## src/rtl/fire_control_pkg.sv

```systemverilog
// Shared game constants for the fire-control slice.
//   GAME_CLK_HZ  : system clock frequency in Hz
//   fc_state_e   : fire-control FSM encoding (READY=0, COOLDOWN=1, RELOAD=2)
//   TIMER_W      : width of every cycle timer
package fire_control_pkg;

  localparam int GAME_CLK_HZ = 100_000_000;
  localparam int TIMER_W     = 32;

  typedef enum logic [1:0] {
    ST_READY    = 2'd0,
    ST_COOLDOWN = 2'd1,
    ST_RELOAD   = 2'd2
  } fc_state_e;

endpackage

```

## src/rtl/fire_control_if.sv

```systemverilog
// Player-side signal bundle of the fire controller.
//   btn_fire  : raw, bouncing fire pushbutton (1 = pressed)
//   enable    : game-running qualifier
//   fire      : one-cycle shot pulse
//   ammo      : rounds remaining
//   reloading : reload timer running
//   ready     : a press would fire now
// master = game logic / stimulus side, slave = fire_control.
interface fire_control_if;
  logic       btn_fire;
  logic       enable;
  logic       fire;
  logic [3:0] ammo;
  logic       reloading;
  logic       ready;

  modport master (
    output btn_fire, enable,
    input  fire, ammo, reloading, ready
  );

  modport slave (
    input  btn_fire, enable,
    output fire, ammo, reloading, ready
  );
endinterface

```

## src/rtl/fire_control_btn_debounce.sv

```systemverilog
// Two-flop synchronizer plus counting debouncer for one pushbutton.
//   clk, reset : system clock, asynchronous active-high reset
//   din        : raw asynchronous button input
//   level      : debounced button level
//   rise       : single-cycle pulse in the first cycle level is 1
// The level flips only after the synchronized input has disagreed with it
// for DEBOUNCE_CYC consecutive cycles; any agreeing cycle restarts the count.
module btn_debounce
  import fire_control_pkg::*;
#(
  parameter int DEBOUNCE_CYC = GAME_CLK_HZ / 100
) (
  input  logic clk,
  input  logic reset,
  input  logic din,
  output logic level,
  output logic rise
);

  localparam logic [TIMER_W-1:0] DB_LAST = TIMER_W'(DEBOUNCE_CYC - 1);

  logic               sync1_q, sync2_q;
  logic               btn_db_q, btn_db_d;
  logic               rise_q, rise_d;
  logic [TIMER_W-1:0] cnt_q, cnt_d;

  always_comb begin
    cnt_d    = '0;
    btn_db_d = btn_db_q;
    rise_d   = 1'b0;
    if (sync2_q != btn_db_q) begin
      if (cnt_q == DB_LAST) begin
        btn_db_d = sync2_q;
        rise_d   = sync2_q;
      end else begin
        cnt_d = cnt_q + 1'b1;
      end
    end
  end

  always_ff @(posedge clk or posedge reset) begin
    if (reset) begin
      sync1_q  <= 1'b0;
      sync2_q  <= 1'b0;
      btn_db_q <= 1'b0;
      rise_q   <= 1'b0;
      cnt_q    <= '0;
    end else begin
      sync1_q  <= din;
      sync2_q  <= sync1_q;
      btn_db_q <= btn_db_d;
      rise_q   <= rise_d;
      cnt_q    <= cnt_d;
    end
  end

  assign level = btn_db_q;
  assign rise  = rise_q;

endmodule

```

## src/rtl/fire_control.sv

```systemverilog
// Fire controller: debounced fire button, per-shot cooldown, finite magazine
// with automatic timed reload.
//   clk, reset : system clock, asynchronous active-high reset
//   io (slave) : btn_fire, enable in; fire, ammo, reloading, ready out
// AMMO_MAX must lie in 1..15 (ammo is a 4-bit count).
module fire_control
  import fire_control_pkg::*;
#(
  parameter int CLK_HZ       = GAME_CLK_HZ,
  parameter int DEBOUNCE_CYC = CLK_HZ / 100,
  parameter int COOLDOWN_CYC = CLK_HZ / 5,
  parameter int AMMO_MAX     = 8,
  parameter int RELOAD_CYC   = CLK_HZ
) (
  input  logic           clk,
  input  logic           reset,
  fire_control_if.slave  io
);

  localparam logic [TIMER_W-1:0] COOL_LAST   = TIMER_W'(COOLDOWN_CYC - 1);
  localparam logic [TIMER_W-1:0] RELOAD_LAST = TIMER_W'(RELOAD_CYC - 1);
  localparam logic [3:0]         AMMO_FULL   = 4'(AMMO_MAX);

  logic db_level, db_rise, press;

  fc_state_e          state_q, state_d;
  logic [3:0]         ammo_q, ammo_d;
  logic               fire_q, fire_d;
  logic [TIMER_W-1:0] timer_q, timer_d;

  btn_debounce #(
    .DEBOUNCE_CYC (DEBOUNCE_CYC)
  ) u_btn_debounce (
    .clk   (clk),
    .reset (reset),
    .din   (io.btn_fire),
    .level (db_level),
    .rise  (db_rise)
  );

  // rise only ever fires alongside a settled high level; qualifying it keeps
  // the press event tied to the accepted button state.
  assign press = db_rise & db_level;

  // Timers run regardless of enable; only the shot decision looks at it.
  // The timer starts at 0 on the fire edge, so each timed state lasts exactly
  // its cycle count including the fire cycle.
  always_comb begin
    state_d = state_q;
    ammo_d  = ammo_q;
    fire_d  = 1'b0;
    timer_d = timer_q;
    case (state_q)
      ST_READY: begin
        timer_d = '0;
        if (press && io.enable && (ammo_q != 4'd0)) begin
          fire_d  = 1'b1;
          ammo_d  = ammo_q - 4'd1;
          state_d = (ammo_q == 4'd1) ? ST_RELOAD : ST_COOLDOWN;
        end
      end
      ST_COOLDOWN: begin
        if (timer_q == COOL_LAST) begin
          timer_d = '0;
          state_d = ST_READY;
        end else begin
          timer_d = timer_q + 1'b1;
        end
      end
      ST_RELOAD: begin
        if (timer_q == RELOAD_LAST) begin
          timer_d = '0;
          state_d = ST_READY;
          ammo_d  = AMMO_FULL;
        end else begin
          timer_d = timer_q + 1'b1;
        end
      end
      default: begin
        state_d = ST_READY;
        timer_d = '0;
      end
    endcase
  end

  always_ff @(posedge clk or posedge reset) begin
    if (reset) begin
      state_q <= ST_READY;
      ammo_q  <= AMMO_FULL;
      fire_q  <= 1'b0;
      timer_q <= '0;
    end else begin
      state_q <= state_d;
      ammo_q  <= ammo_d;
      fire_q  <= fire_d;
      timer_q <= timer_d;
    end
  end

  assign io.fire      = fire_q;
  assign io.ammo      = ammo_q;
  assign io.reloading = (state_q == ST_RELOAD);
  assign io.ready     = (state_q == ST_READY) && (ammo_q != 4'd0) && io.enable;

endmodule

```

## src/flat_wrapper.sv

```systemverilog
// flat-port wrapper written by rule: the top's interface ports become plain ports
module fire_control_flat import fire_control_pkg::*;
#(
  parameter int CLK_HZ       = GAME_CLK_HZ,
  parameter int DEBOUNCE_CYC = CLK_HZ / 100,
  parameter int COOLDOWN_CYC = CLK_HZ / 5,
  parameter int AMMO_MAX     = 8,
  parameter int RELOAD_CYC   = CLK_HZ
)
  (clk, reset, io_btn_fire, io_enable, io_fire, io_ammo, io_reloading, io_ready);
  fire_control_if io_i ();
  input  logic clk;
  input  logic reset;
  input wire logic [$bits(io_i.btn_fire)-1:0] io_btn_fire;
  input wire logic [$bits(io_i.enable)-1:0] io_enable;
  output wire logic [$bits(io_i.fire)-1:0] io_fire;
  output wire logic [$bits(io_i.ammo)-1:0] io_ammo;
  output wire logic [$bits(io_i.reloading)-1:0] io_reloading;
  output wire logic [$bits(io_i.ready)-1:0] io_ready;
  assign io_i.btn_fire = io_btn_fire;
  assign io_i.enable = io_enable;
  assign io_fire = io_i.fire;
  assign io_ammo = io_i.ammo;
  assign io_reloading = io_i.reloading;
  assign io_ready = io_i.ready;
  fire_control #(.CLK_HZ(CLK_HZ), .DEBOUNCE_CYC(DEBOUNCE_CYC), .COOLDOWN_CYC(COOLDOWN_CYC), .AMMO_MAX(AMMO_MAX), .RELOAD_CYC(RELOAD_CYC)) u_core (.clk(clk), .reset(reset), .io(io_i));
endmodule
```

## config.mk

```make
export PLATFORM = sky130hd
export DESIGN_NAME = fire_control_flat
export DESIGN_NICKNAME = d
export VERILOG_FILES = /design/src/rtl/fire_control_pkg.sv /design/src/rtl/fire_control_if.sv /design/src/rtl/fire_control_btn_debounce.sv /design/src/rtl/fire_control.sv /design/src/flat_wrapper.sv
export SDC_FILE = /design/constraint.sdc
export NUM_CORES = 1
export LEC_CHECK = 0
export ABC_CLOCK_PERIOD_IN_PS = 2400
export CAP_MARGIN = 20
export CORE_MARGIN = 10
export CORE_UTILIZATION = 50
export DETAILED_ROUTE_END_ITERATION = 8
export PLACE_DENSITY = 0.69
export SLEW_MARGIN = 40
export SYNTH_ARGS = -nofsm -noshare
export SYNTH_HDL_FRONTEND = slang
export SYNTH_SLANG_ARGS = --single-unit
```

## constraint.sdc

```tcl
create_clock -name clk -period 2.4 [get_ports clk]
set_input_delay 0.48 -clock clk [delete_from_list [all_inputs] [get_ports clk]]
set_output_delay 0.48 -clock clk [all_outputs]
set_load 0.02 [all_outputs]
```

-- After elaboration in Yosys (flattened, before gate mapping)
Index checks and enable logic that the tools add are counted.
- logic and storage cells: 50
- register bits: 75
- output and inout port bits: 7
- input bits: 4
- multiplexer cells: 17
- reduce and logical (&&, ||, !) cells: 10
- bitwise operators: 1
- add/subtract/negate cells: 3
- equality and inequality tests: 10
- operator list (cell ; number):
    two-way mux 32 bit ; 4
    adder 32 x 1 -> 32 bit, second input constant ; 2
    one-hot mux 32 bit (2 select lines) ; 1
    == test 32 x 20 -> 1 bit, second input constant ; 1
    == test 32 x 25 -> 1 bit, second input constant ; 1
    == test 32 x 27 -> 1 bit, second input constant ; 1
    two-way mux 2 bit ; 4
    two-way mux 4 bit ; 2
    one-hot mux 4 bit (2 select lines) ; 1
    != test 2 x 1 -> 1 bit, second input constant ; 3
    one-hot mux 2 bit (3 select lines) ; 1
    AND reduction 3 bit ; 2
    == test 4 x 1 -> 1 bit, second input constant ; 1
    logical AND 1 bit ; 4
    two-way mux 1 bit ; 4
    nonzero test 4 bit ; 1
    subtractor 4 x 1 -> 4 bit, second input constant ; 1
    == test 2 x 1 -> 1 bit, second input constant ; 1
    == test 2 bit, second input constant ; 1
    logical NOT 2 bit ; 1
    AND reduction 2 bit ; 1
    nonzero test 2 bit ; 1
    bitwise AND 1 bit ; 1
    != test 1 bit ; 1

-- Longest topological paths before layout
Gate-level depths: netlist of the first run.
- depth after elaboration: 5
- depth in mapped cells: 7
- gate-level depth less buffers: 7

-- Modules after synthesis
A second synthesis of the first run with hierarchy kept.
- cells, all modules: 404
- area total of the unflattened synthesis: 3857.4 um^2
- modules (own cells, without submodules) (module ; seq. area each (um^2) ; area an instance (um^2) ; cells each ; times used):
    fire_control ; 977.2 ; 2070.7 ; 221 ; 1
    btn_debounce ; 900.9 ; 1786.7 ; 183 ; 1

-- Worst setup path before layout of the first run
No wires, ideal clock.
- kind: flip-flop to flip-flop
- start: register u_core.u_btn_debounce.cnt_q[21]
- end: register u_core.u_btn_debounce.btn_db_q, in the netlist u_core.u_btn_debounce.level
- stages on the path, launching flop included: 6
- data arrival time: 1711 ps
- data required time: 2275 ps
- setup slack: 564 ps
- cells stage by stage: dfrtp_1 -> nor4b_1 -> nand2_1 -> or4_4 -> nor2_1 -> mux2_2
- cells in the longest elaborated chain, start to end: 2
- ends and longest elaborated chain (what ; RTL line ; source):
    start, declared ; fire_control_btn_debounce.sv:25 ; logic [TIMER_W-1:0] cnt_q, cnt_d;
    start signal, assigned ; fire_control_btn_debounce.sv:53 ; cnt_q <= cnt_d;
    == test 32 x 20 -> 1 bit ; fire_control_btn_debounce.sv:32 ; if (cnt_q == DB_LAST) begin
    AND reduction 2 bit (no line) ; -- ;
    end signal, assigned ; fire_control_btn_debounce.sv:51 ; btn_db_q <= btn_db_d;
    end, declared ; fire_control_btn_debounce.sv:23 ; logic btn_db_q, btn_db_d;
Every way passes these cells.
A chain may end at the register's enable or synchronous reset.

-- Final worst setup path of the first run
- start: register u_core.state_q[0]
- end: output port io_reloading
- cells in the longest elaborated chain, start to end: 1
- ends and longest elaborated chain (what ; RTL line ; source):
    start, declared ; fire_control.sv:26 ; fc_state_e state_q, state_d;
    start signal, assigned ; fire_control.sv:93 ; state_q <= state_d;
    == test 2 bit ; fire_control.sv:102 ; assign io.reloading = (state_q == ST_RELOAD);
    end, declared ; flat_wrapper.sv:18 ; output wire logic [$bits(io_i.reloading)-1:0] io_reloading;
Every way passes these cells.

==> impl_metrics.tcl, run 1 <==
set metrics [dict create \
    status "finished, final reports clean" \
    setup_viol 0 \
    die_height_um 108.7 \
    rsz0062_at_grt "false" \
    h-tree-depth 3 \
    post-route-min-period_ps 2262 \
    area.growth.synth_to_final_pct 12.76 \
    fp-row-count 32 \
    slew_headroom 0.6086 \
    critPathBufInv 2 \
    worstSetupStartpointType "flip-flop" \
    reg2reg_from "u_core.timer_q[28]" \
    avgRoutedWirePerCell_um 14.48 \
    grt_pass1_wl_mm 13.19 \
    drc_errors 0 \
    cts_buffer_depth 2 \
    maxCapViolCount 0 \
    synth_area_per_cell_um2 9.881 \
    reg2reg_depth 5 \
    syn_nets 409 \
    cp.arrival_ps 1780 \
    gr-total-overflow 0 \
    critPathMaxStageDelay_ps 650 \
    worstReg2RegEnd "u_core.state_q[0]" \
    ios 11 \
    synth_area_leaders "dfrtp_1 47%, xor2_1 9.1%, nor2_1 6.6%, nand4_1 3.7%, xnor2_1 3.3%" \
    required_ps 1920 \
    wl_mm 7.602 \
    antenna_found_initial 0 \
    criticalPathCategory "flip-flop to output pin" \
    core_region_area_mm2 0.007687 \
    drt_iter0_markers 107 \
    crit_start "u_core.state_q[0]" \
    crit_family "buffers and inverters" \
    antennaDiodeCount 0 \
    synth_edf_count 0 \
    clock_skew_ps 6.629 \
    synthCells 398 \
    hold_path_class "flip-flop to flip-flop" \
    finalHoldViolCount 0 \
    grt_start_max_net_pins 33 \
    post_cts_resize_count 2 \
    final_max_slew_viol_count 0 \
    clk_transition_reported_paths_ps 80 \
    synth_warnings 0 \
    layout-drive-gt1-share 0.1017 \
    ys_seq_elements 75 \
    viasPerCell 5.615 \
    tns_ps 0 \
    start_util 0.5116 \
    place_hpwl_mm 5.318 \
    first_pass_iters 4 \
    insertion_delay_ps 350 \
    finish.net_count 429 \
    cts_root_buffer "clkbuf_8" \
    synthArstFlopShare 1.000 \
    cp-endpoint "io_reloading" \
    grt_use_total 0.1365 \
    finalCritPeriodShare 0.9424 \
    max_slew.worst_pin.slew_ps 584.3 \
    ff2ff_setup_slack_ps 260 \
    cts_setup_buffers 0 \
    globalplace.congestion 0.8326 \
    port_buffers 10 \
    yosysTopAreaCell "dfrtp_1" \
    synth_cell_types 51 \
    peakVddDrop_v 0.0002594 \
    die_w_um 108.7 \
    cts.sinks 75 \
    path_cells "inv_1 -> ha_1 -> clkdlybuf4s50_1" \
    hold_buffers 0 \
    vias 2948 \
    netlist_area_mm2 0.003933 \
    synth_seq_area_share 0.4776 \
    preCtsSetupSlack_ps 167.0 \
    power.density_mw_per_mm2 543.0 \
    die-area_mm2 0.01181 \
    slowest_stage "clkdlybuf4s50_1" \
    p_leak_uw 0.001837 \
    end_kind "output pin" \
    cts_buffers 9 \
    cp_max_fo 6 \
    cp.depth 3 \
    fmax_mhz 442.1 \
    synth_ff_type "dfrtp_1" \
    grt_pass1_vias 2834 \
    cts_tree "done" \
    ant_nets 0 \
    yosysTopAreaCellShare 0.4709 \
    finalWorstSetupSlack_ps 138.3 \
]
==> per-layer routing <==
layer,part of all wire,wire (um),vias to the layer above,track usage
met5,0,0,-,0
met4,0.022,168,0,0.05744
met3,0.036,274,16,0.03894
met2,0.49,3712,57,0.2198
met1,0.45,3446,1440,0.1686
li1,-,-,1435,-
==> cells in the final DEF (no fill, tap or decap), types with 2 or more instances in the layout <==
| cell | instances |
|---|---|
| xor2_1 | 41 |
| ha_1 | 6 |
| nor2b_1 | 3 |
| clkdlybuf4s50_1 | 9 |
| nor4b_1 | 5 |
| or3_1 | 4 |
| o21ai_0 | 9 |
| nor4_1 | 7 |
| or4_4 | 2 |
| dfrtp_1 | 74 |
| and2_1 | 6 |
| nor4_4 | 3 |
| buf_4 | 5 |
| a21oi_1 | 7 |
| clkinvlp_4 | 2 |
| buf_12 | 4 |
| bufinv_16 | 2 |
| nand2_1 | 25 |
| and3_1 | 8 |
| clkbuf_8 | 9 |
| nand4_1 | 23 |
| xnor2_1 | 15 |
| nand3_1 | 22 |
| inv_1 | 12 |
| and4_1 | 8 |
| a31oi_1 | 2 |
| nor3_1 | 9 |
| nor2_1 | 69 |
==> cell type report <==
type | instances | area (um^2)
Timing Repair Buffer | 19 | 216.5
Multi-Input combinational cell | 300 | 1947
Clock buffer | 10 | 127.6
Inverter | 13 | 48.80
Fill cell | 648 | 3253
Sequential cell | 75 | 1878
Clock inverter | 6 | 88.84
Tap cell | 102 | 127.6
==> state kept, by name, summed over array words and instances (netlist names) <==
name	count
u_core.timer_q	32
u_core.u_btn_debounce.cnt_q	32
u_core.io.ammo	4
u_core.state_q	2
u_core.io.fire	1
u_core.u_btn_debounce.level	1
u_core.u_btn_debounce.rise	1
u_core.u_btn_debounce.sync1_q	1
u_core.u_btn_debounce.sync2_q	1
==> worst register-to-register path, stage by stage (launching register included) <==
cell	delay, ps
dfrtp_1	440
nor4_1	410
and4_1	270
a31oi_1	220
or2_1	340
o32ai_1	350
==> cell usage after synthesis (2+ instances only) <==
master	number
a31oi_1	2
a21oi_1	7
nor3_1	9
and2_1	6
buf_2	4
xnor2_1	15
inv_1	13
clkbuf_1	3
ha_1	7
buf_6	3
nand4_1	23
o21ai_0	9
dfrtp_1	74
nor2_1	69
nand3_1	22
nor4_1	7
and3_1	8
or3_1	4
or4_4	2
nand2_1	25
nor2b_1	3
xor2_1	41
and4_1	8
nor4b_1	5
nor4_4	3
==> cells by family after synthesis <==
family	count (synthesis)	synth area share
buf+inv	23	0.02895
compound gates	29	0.04836
mux	2	0.005409
flops	75	0.4776
xor+xnor	56	0.1247
fa+ha+maj	7	0.02227
simple gates	206	0.2927
==> worst min-delay path by stage <==
stage	from	cells past startpoint	endpoint	slack, ps
floorplan	u_core.u_btn_debounce.sync1_q	0	u_core.u_btn_debounce.sync2_q	330
global placement	u_core.u_btn_debounce.sync1_q	0	u_core.u_btn_debounce.sync2_q	340
detailed placement	u_core.u_btn_debounce.sync1_q	0	u_core.u_btn_debounce.sync2_q	360
CTS	reset	2	u_core.u_btn_debounce.level	380
global route	u_core.u_btn_debounce.sync1_q	0	u_core.u_btn_debounce.sync2_q	380
finish	u_core.u_btn_debounce.sync1_q	0	u_core.u_btn_debounce.sync2_q	370
==> power breakdown <==
group	internal, uW	leakage [uW]	switching [uW]
Clock	588	0.000103	485
Sequential	1270	0.00103	4.99
Combinational	21.6	0.000707	40.5
Total	1880	0.00184	531
==> per-stage QoR <==
stage	total power (uW)	util	area, um^2	hold WS (ps)	std cells
final	2408	0.5768	4434	371.7	525
after detailed placement	1365	0.5485	4217	360.9	509
after global routing	2485	0.5768	4434	383.9	525
after floorplan	1338	-	3933	331.2	398
after CTS	2427	0.5768	4434	380.5	525
after global placement	1364	0.5485	4217	335.3	509
(Power assumes the default switching activity.)
==> inputs of run 2 (changes only) <==
--- a/config.mk
+++ b/config.mk
@@ -9,9 +9,11 @@
 export CAP_MARGIN = 20
 export CORE_MARGIN = 10
 export CORE_UTILIZATION = 50
+export CTS_CLUSTER_DIAMETER = 200
 export DETAILED_ROUTE_END_ITERATION = 8
 export PLACE_DENSITY = 0.69
-export SLEW_MARGIN = 40
+export SLEW_MARGIN = 5
 export SYNTH_ARGS = -nofsm -noshare
 export SYNTH_HDL_FRONTEND = slang
+export SYNTH_HIERARCHICAL = 1
 export SYNTH_SLANG_ARGS = --single-unit
==> run 2 against run 1 <==
Effect of this change: combinational power is 16% lower; clock skew is 2.8 ps higher; sequential cell count stayed put; sequential power hardly changed; register-to-register slack worse by 160 ps; non-clock buffer count is 5 higher; global-route usage is 0.87 points higher; setup slack worse by 35 ps; sequential share of layout area is 0.95 points higher; count of clock-buffer cells in the layout is 1 lower; synthesized cell count is 1.5% higher; first-iteration DRC count is 22% higher; critical path type is now flip-flop to flip-flop.
==> impl_metrics.tcl, run 2 <==
set metrics [dict create \
    grt_use_total 0.1452 \
    die_height_um 107.8 \
    cts_setup_buffers 0 \
    preCtsSetupSlack_ps 121.1 \
    tns_ps 0 \
    ant_nets 0 \
    first_pass_iters 4 \
    gr-total-overflow 0 \
    finalCritPeriodShare 0.9569 \
    synth_compound_area_frac 0.08660 \
    cp-endpoint "u_core/state_q[0]" \
    cts_tree "done" \
    place_hpwl_mm 5.419 \
    final_common_cell "dfrtp_1" \
    grt_pass1_wl_mm 13.94 \
    hold_path_class "flip-flop to flip-flop" \
    rsz0062_at_grt "false" \
    clock_skew_ps 9.434 \
    drc_errors 0 \
    crit_family "simple AND/OR/NAND/NOR gates" \
    insertion_delay_ps 350 \
    synth_ff_type "dfrtp_1" \
    fmax_mhz 435.4 \
    die-area_mm2 0.01163 \
    layout-drive-gt1-share 0.1023 \
    synth_warnings 6 \
    criticalPathCategory "flip-flop to flip-flop" \
    synthCells 404 \
    setup_viol 0 \
    ff2ff_setup_slack_ps 100 \
    max_slew.worst_pin.slew_ps 497.3 \
    worstReg2RegEnd "u_core/state_q[0]" \
    grt_pass1_vias 2917 \
    area.growth.synth_to_final_pct 12.42 \
    viasPerCell 5.743 \
    core_region_area_mm2 0.007370 \
    yosys.area_share.simple 0.2657 \
    cp_max_fo 4 \
    antennaDiodeCount 0 \
    syn_nets 416 \
    p_int_uw 1767 \
    yosysTopAreaCell "dfrtp_1" \
    p_switching_uw 533.0 \
    grt_start_max_net_pins 40 \
    post-route-min-period_ps 2297 \
    vias 3038 \
    final_max_slew_viol_count 0 \
    power.total_uw 2300 \
    cts_buffer_depth 2 \
    start_util 0.5234 \
    globalplace.congestion 0.8689 \
    slowest_stage "or4_1" \
    cp_common_cell "or4_1" \
    worstSetupStartpointType "flip-flop" \
    yosysTopAreaCellShare 0.4801 \
    synth.most_common_cell "dfrtp_1" \
    crit_start "u_core/timer_q[23]" \
    clock_power_share 0.424 \
    synth_fa_ha_area_frac 0.02595 \
    drt_iter0_markers 131 \
    synth_cell_types 43 \
    synth_edf_count 0 \
    critPathBufInv 0 \
    h-tree-depth 3 \
    finalHoldViolCount 0 \
    synth_area_per_cell_um2 9.548 \
    antenna_found_initial 0 \
    slew_headroom 0.6685 \
    critPathMaxStageDelay_ps 460 \
    ios 11 \
    cts_buffers 9 \
    cp.depth 5 \
    clk_transition_reported_paths_ps 90 \
    comb_power_share 0.023 \
    synth_top_family_by_area "simple AND/OR/NAND/NOR gates" \
    cp.arrival_ps 2540 \
    cts.sinks 75 \
    path_cells "or4_1 -> or4_1 -> o31a_1 -> a211o_1 -> mux2_4" \
    netlist_area_mm2 0.003857 \
    p_leak_uw 0.001776 \
    required_ps 2640 \
    synth_common_cells "74 x dfrtp_1, 50 x nor2_1, 26 x a21oi_1, 23 x nand2_1, 22 x xnor2_1" \
    power.density_mw_per_mm2 530.4 \
    port_buffers 10 \
    synth_area_leaders "dfrtp_1 48%, xnor2_1 5.0%, nor2_1 4.9%, xor2_1 3.9%, a21oi_1 3.4%" \
    cts_root_buffer "clkbuf_8" \
    maxCapViolCount 0 \
    end_kind "flip-flop" \
    synth_seq_area_share 0.4869 \
    finish.net_count 437 \
    p_seq_frac 0.554 \
    synthArstFlopShare 1.000 \
    peakVddDrop_v 0.0002661 \
    hold_depth 0 \
    status "finished, final reports clean" \
    switching_share 0.2318 \
    synthXorXnorAreaFrac 0.08855 \
    wl_mm 7.869 \
    reg2reg_depth 5 \
    fp-row-count 31 \
    die_w_um 107.8 \
    reg2reg_from "u_core/timer_q[23]" \
    ys_seq_elements 75 \
    finalWorstSetupSlack_ps 103.3 \
    synthMuxAreaShare 0.01233 \
    final_cell_mix "74 x dfrtp_1, 50 x nor2_1, 26 x a21oi_1" \
    avgRoutedWirePerCell_um 14.88 \
]
[run 2: cell types whose count changed in the layout (fill, tap and decap cells not counted), sizes merged, moves of 6 or more]
cell and delta:
o31ai +6, or3 +13, xnor2 +7, nor2 -20, xor2 -24, o21ai +7, or4 +9, a21oi +18
[run 2: final cells by class]
type,count,area (um^2)
Clock buffer,9,123.9
Clock inverter,7,77.57
Fill cell,644,3033
Inverter,17,63.81
Multi-Input combinational cell,298,1866
Sequential cell,75,1878
Tap cell,99,123.9
Timing Repair Buffer,24,203.9
[run 2: worst min-delay path by stage]
| stage | start | end |
|---|---|---|
| 5_1_grt | u_core/u_btn_debounce/sync1_q | u_core/u_btn_debounce/sync2_q |
| 3_5_place_dp | u_core/u_btn_debounce/sync1_q | u_core/u_btn_debounce/sync2_q |
| 3_3_place_gp | u_core/u_btn_debounce/sync1_q | u_core/u_btn_debounce/sync2_q |
| 2_1_floorplan | u_core/u_btn_debounce/sync1_q | u_core/u_btn_debounce/sync2_q |
| 4_1_cts | u_core/u_btn_debounce/sync1_q | u_core/u_btn_debounce/sync2_q |
| 6_report | u_core/u_btn_debounce/sync1_q | u_core/u_btn_debounce/sync2_q |
[run 2: kinds of logic (layout without fill, tap and decap cells)]
kind of cell	Yosys count	after routing
and+or+nand+nor	189	189
muxes	4	4
adders and majority gates	8	8
AOI/OAI and AO/OA	58	58
buffers and inverters	31	57
xor gates and xnor gates	39	39
DFF	75	75
[run 2: power groups by stage]
| stage | clock network, uW | logic, uW | registers (uW) |
|---|---|---|---|
| 3_3_place_gp | 0 | 53.5 | 1300 |
| 4_1_cts | 1010 | 55.1 | 1270 |
| 6_report | 974 | 52.3 | 1270 |
| 5_1_grt | 1060 | 61.0 | 1270 |
| 2_1_floorplan | 0 | 31.9 | 1300 |
| 3_5_place_dp | 0 | 55.0 | 1300 |
[run 2: what timing repair did]
item	4_1_cts	5_1_grt
gates resized for setup	1	0
setup endpoints to repair	1	0
hold buffers	0	0
[run 2: worst reg2reg max path, delay by kind of cell, from the launching register on]
family             cells  cell delay, ps
and+or+nand+nor        2             860
AOI/OAI and AO/OA      2             590
DFF                    1             420
muxes                  1             310
[run 2: routing by layer]
layer / wire length (um) / vias to the layer above / part of all wire / global-route usage
li1: - / 1481 / - / -
met1: 3792 / 1482 / 0.48 / 0.1972
met2: 3557 / 65 / 0.45 / 0.2138
met3: 413 / 10 / 0.052 / 0.04072
met4: 106 / 0 / 0.013 / 0.05534
met5: 0 / - / 0 / 0
[run 2: stage by stage]
stage / cells / hold WS [ps] / util / area (um^2)
final: 529 / 355.0 / 0.5885 / 4337
after global routing: 529 / 371.1 / 0.5885 / 4337
after CTS: 529 / 359.3 / 0.5885 / 4337
after detailed placement: 513 / 337.9 / 0.5613 / 4136
after global placement: 513 / 333.1 / 0.5613 / 4136
after floorplan: 404 / 331.2 / - / 3857
==> inputs of run 3 (changes only) <==
--- a/config.mk
+++ b/config.mk
@@ -5,6 +5,7 @@
 export SDC_FILE = /design/constraint.sdc
 export NUM_CORES = 1
 export LEC_CHECK = 0
+export ABC_AREA = 1
 export ABC_CLOCK_PERIOD_IN_PS = 2400
 export CAP_MARGIN = 20
 export CORE_MARGIN = 10
==> run 3 against run 2 <==
Effect of this change: power is 6.1% higher; fmax grew 3.2%; setup slack better by 71 ps; clock skew rose by 0.77 ps; critical path type is now flip-flop to output pin; largest power group unchanged.
==> impl_metrics.tcl, run 3 <==
set metrics [dict create \
    status "finished, final reports clean" \
    cp_max_fo 5 \
    die_w_um 116.2 \
    criticalPathCategory "flip-flop to output pin" \
    synth_edf_count 0 \
    core_region_area_mm2 0.009109 \
    rsz0062_at_grt "false" \
    finalHoldViolCount 0 \
    crit_start "u_core/state_q[0]" \
    grt_start_max_net_pins 37 \
    drc_errors 0 \
    fill_cells 892 \
    drt_iter0_markers 195 \
    synth_seq_area_share 0.4060 \
    netlist_area_mm2 0.004626 \
    slowest_stage "clkdlybuf4s50_1" \
    power.density_mw_per_mm2 483.8 \
    yosysTopAreaCellShare 0.4003 \
    synth_area_per_cell_um2 7.116 \
    post-route-min-period_ps 2226 \
    place_hpwl_mm 7.502 \
    holdWs_ps 356.1 \
    final_cell_mix "198 x nand2_1, 164 x nor2_1, 74 x dfrtp_1" \
    clock_skew_ps 10.20 \
    wl_mm 9.858 \
    clk_transition_reported_paths_ps 80 \
    cp.arrival_ps 1750 \
    grt_pass1_vias 3834 \
    fmax_mhz 449.3 \
    fp-row-count 35 \
    cts_buffer_depth 2 \
    die-area_mm2 0.01350 \
    reg2reg_depth 10 \
    synth_fa_ha_area_frac 0.02164 \
    hold_path_class "flip-flop to flip-flop" \
    dpl_cell_area_mm2 0.004818 \
    worstReg2RegEnd "u_core/timer_q[5]" \
    h-tree-depth 3 \
    setup_viol 0 \
    reg2reg_from "u_core/timer_q[0]" \
    finalWorstSetupSlack_ps 174.3 \
    layout-drive-gt1-share 0.07738 \
    first_pass_iters 4 \
    synth_top_family_by_area "simple AND/OR/NAND/NOR gates" \
    cp.depth 3 \
    max_slew.worst_pin.slew_ps 731.8 \
    avgRoutedWirePerCell_um 12.59 \
    worstSetupStartpointType "flip-flop" \
    tns_ps 0 \
    peakVddDrop_v 0.0003427 \
    cts.sinks 75 \
    required_ps 1920 \
    insertion_delay_ps 350 \
    critPathMaxStageDelay_ps 650 \
    utilization 0.5537 \
    cts_setup_buffers 0 \
    antenna_found_initial 0 \
    viasPerCell 4.945 \
    yosysTopAreaCell "dfrtp_1" \
    synthXorXnorAreaFrac 0.07952 \
    start_util 0.5078 \
    ys_seq_elements 75 \
    final_max_slew_viol_count 0 \
    synth_ff_type "dfrtp_1" \
    hold_buffers 0 \
    cts_root_buffer "clkbuf_8" \
    synth.most_common_cell "nand2_1" \
    fin_area_mm2 0.005044 \
    multi_input_area_mm2 0.002439 \
    final_common_cell "nand2_1" \
    synthArstFlopShare 1.000 \
    regArea_mm2 0.001878 \
    synth_warnings 6 \
    cts_buffers 9 \
    ff2ff_setup_slack_ps 390 \
    cp-endpoint "io_reloading" \
    slew_headroom 0.5116 \
    area.growth.synth_to_final_pct 9.034 \
    grt_use_total 0.1607 \
    vias 3872 \
    critPathBufInv 2 \
    antennaDiodeCount 0 \
    gr-total-overflow 0 \
    synthMuxAreaShare 0 \
    grt_pass1_wl_mm 17.54 \
    ios 11 \
    syn_nets 662 \
    p_leak_uw 0.001999 \
    synth_common_cells "198 x nand2_1, 164 x nor2_1, 74 x dfrtp_1, 66 x inv_1, 31 x nand3_1" \
    crit_family "buffers and inverters" \
    cts_tree "done" \
    finish.net_count 679 \
    synth_area_leaders "dfrtp_1 40%, nand2_1 16%, nor2_1 13%, inv_1 5.4%, xor2_1 5.3%" \
    ant_nets 0 \
    maxCapViolCount 0 \
    synthCells 650 \
    port_buffers 10 \
    preCtsSetupSlack_ps 235.6 \
    post_cts_resize_count 1 \
    yosys.area_share.simple 0.4155 \
    finalCritPeriodShare 0.9274 \
    die_height_um 116.2 \
    path_cells "inv_1 -> ha_1 -> clkdlybuf4s50_1" \
    synth_cell_types 23 \
    globalplace.congestion 0.9094 \
    synth_compound_area_frac 0.01055 \
    end_kind "output pin" \
]
-- run 3: cell types whose count changed in the layout (fill, tap and decap cells not counted), moves of 12 or more --
cell / before / now
a21oi_1: 26 / 1
buf_4: 14 / 2
inv_1: 17 / 66
nand2_1: 23 / 198
nand4_1: 20 / 8
nor2_1: 50 / 164
nor2_4: 0 / 17
or3_1: 16 / 0
-- run 3: cell families after synthesis --
kind of cell,after synthesis
buf+inv,72
flops,75
xor+xnor,42
fa+ha+maj,8
compound gates,9
simple gates,444
-- run 3: how the worst min path moves through the flow --
stage	from	endpoint	slack, ps	cells after the start
6_report	u_core/u_btn_debounce/sync1_q	u_core/u_btn_debounce/sync2_q	360	0
3_3_place_gp	u_core/u_btn_debounce/sync1_q	u_core/u_btn_debounce/sync2_q	340	0
4_1_cts	u_core/u_btn_debounce/sync1_q	u_core/u_btn_debounce/sync2_q	360	0
2_1_floorplan	u_core/u_btn_debounce/sync1_q	u_core/u_btn_debounce/sync2_q	330	0
5_1_grt	u_core/u_btn_debounce/sync1_q	u_core/u_btn_debounce/sync2_q	370	0
3_5_place_dp	u_core/u_btn_debounce/sync1_q	u_core/u_btn_debounce/sync2_q	340	0
-- run 3: metrics by stage --
step / instances / total power (uW)
floorplan: 650 / 1336
global placement: 767 / 1355
detailed placement: 767 / 1357
CTS: 783 / 2475
global route: 783 / 2547
finish: 783 / 2440
-- run 3: layer usage --
metal	vias to the layer above	global-route usage	wire, um
met5	-	0	0
met4	0	0.06255	202
met3	15	0.03595	386
met2	71	0.2620	4653
met1	1787	0.2028	4615
li1	1999	-	-
-- run 3: worst register-to-register path: stages (launching register included) --
cell and delay [ps]:
dfrtp_1 400, ha_1 200, nand2_1 100, nor2_4 140
nand2_2 130, nor2_1 140, nand2_1 80, nand2_2 110
nand2_2 70, nand2_4 400, nor2_1 110
-- run 3: cell type report --
cell class | instances | area share
multi-input cells | 503 | 0.4835
flip-flops and latches | 75 | 0.3724
inverters | 66 | 0.04912
clock buffers | 11 | 0.02803
well taps | 111 | 0.02754
repair buffers | 12 | 0.02257
clock inverters | 5 | 0.01687
-- run 3: power by group --
part,total (uW),switching [uW],internal (uW)
Sequential,1270,5.74,1270
Clock,1110,492,620
Combinational,54.3,42.0,12.3
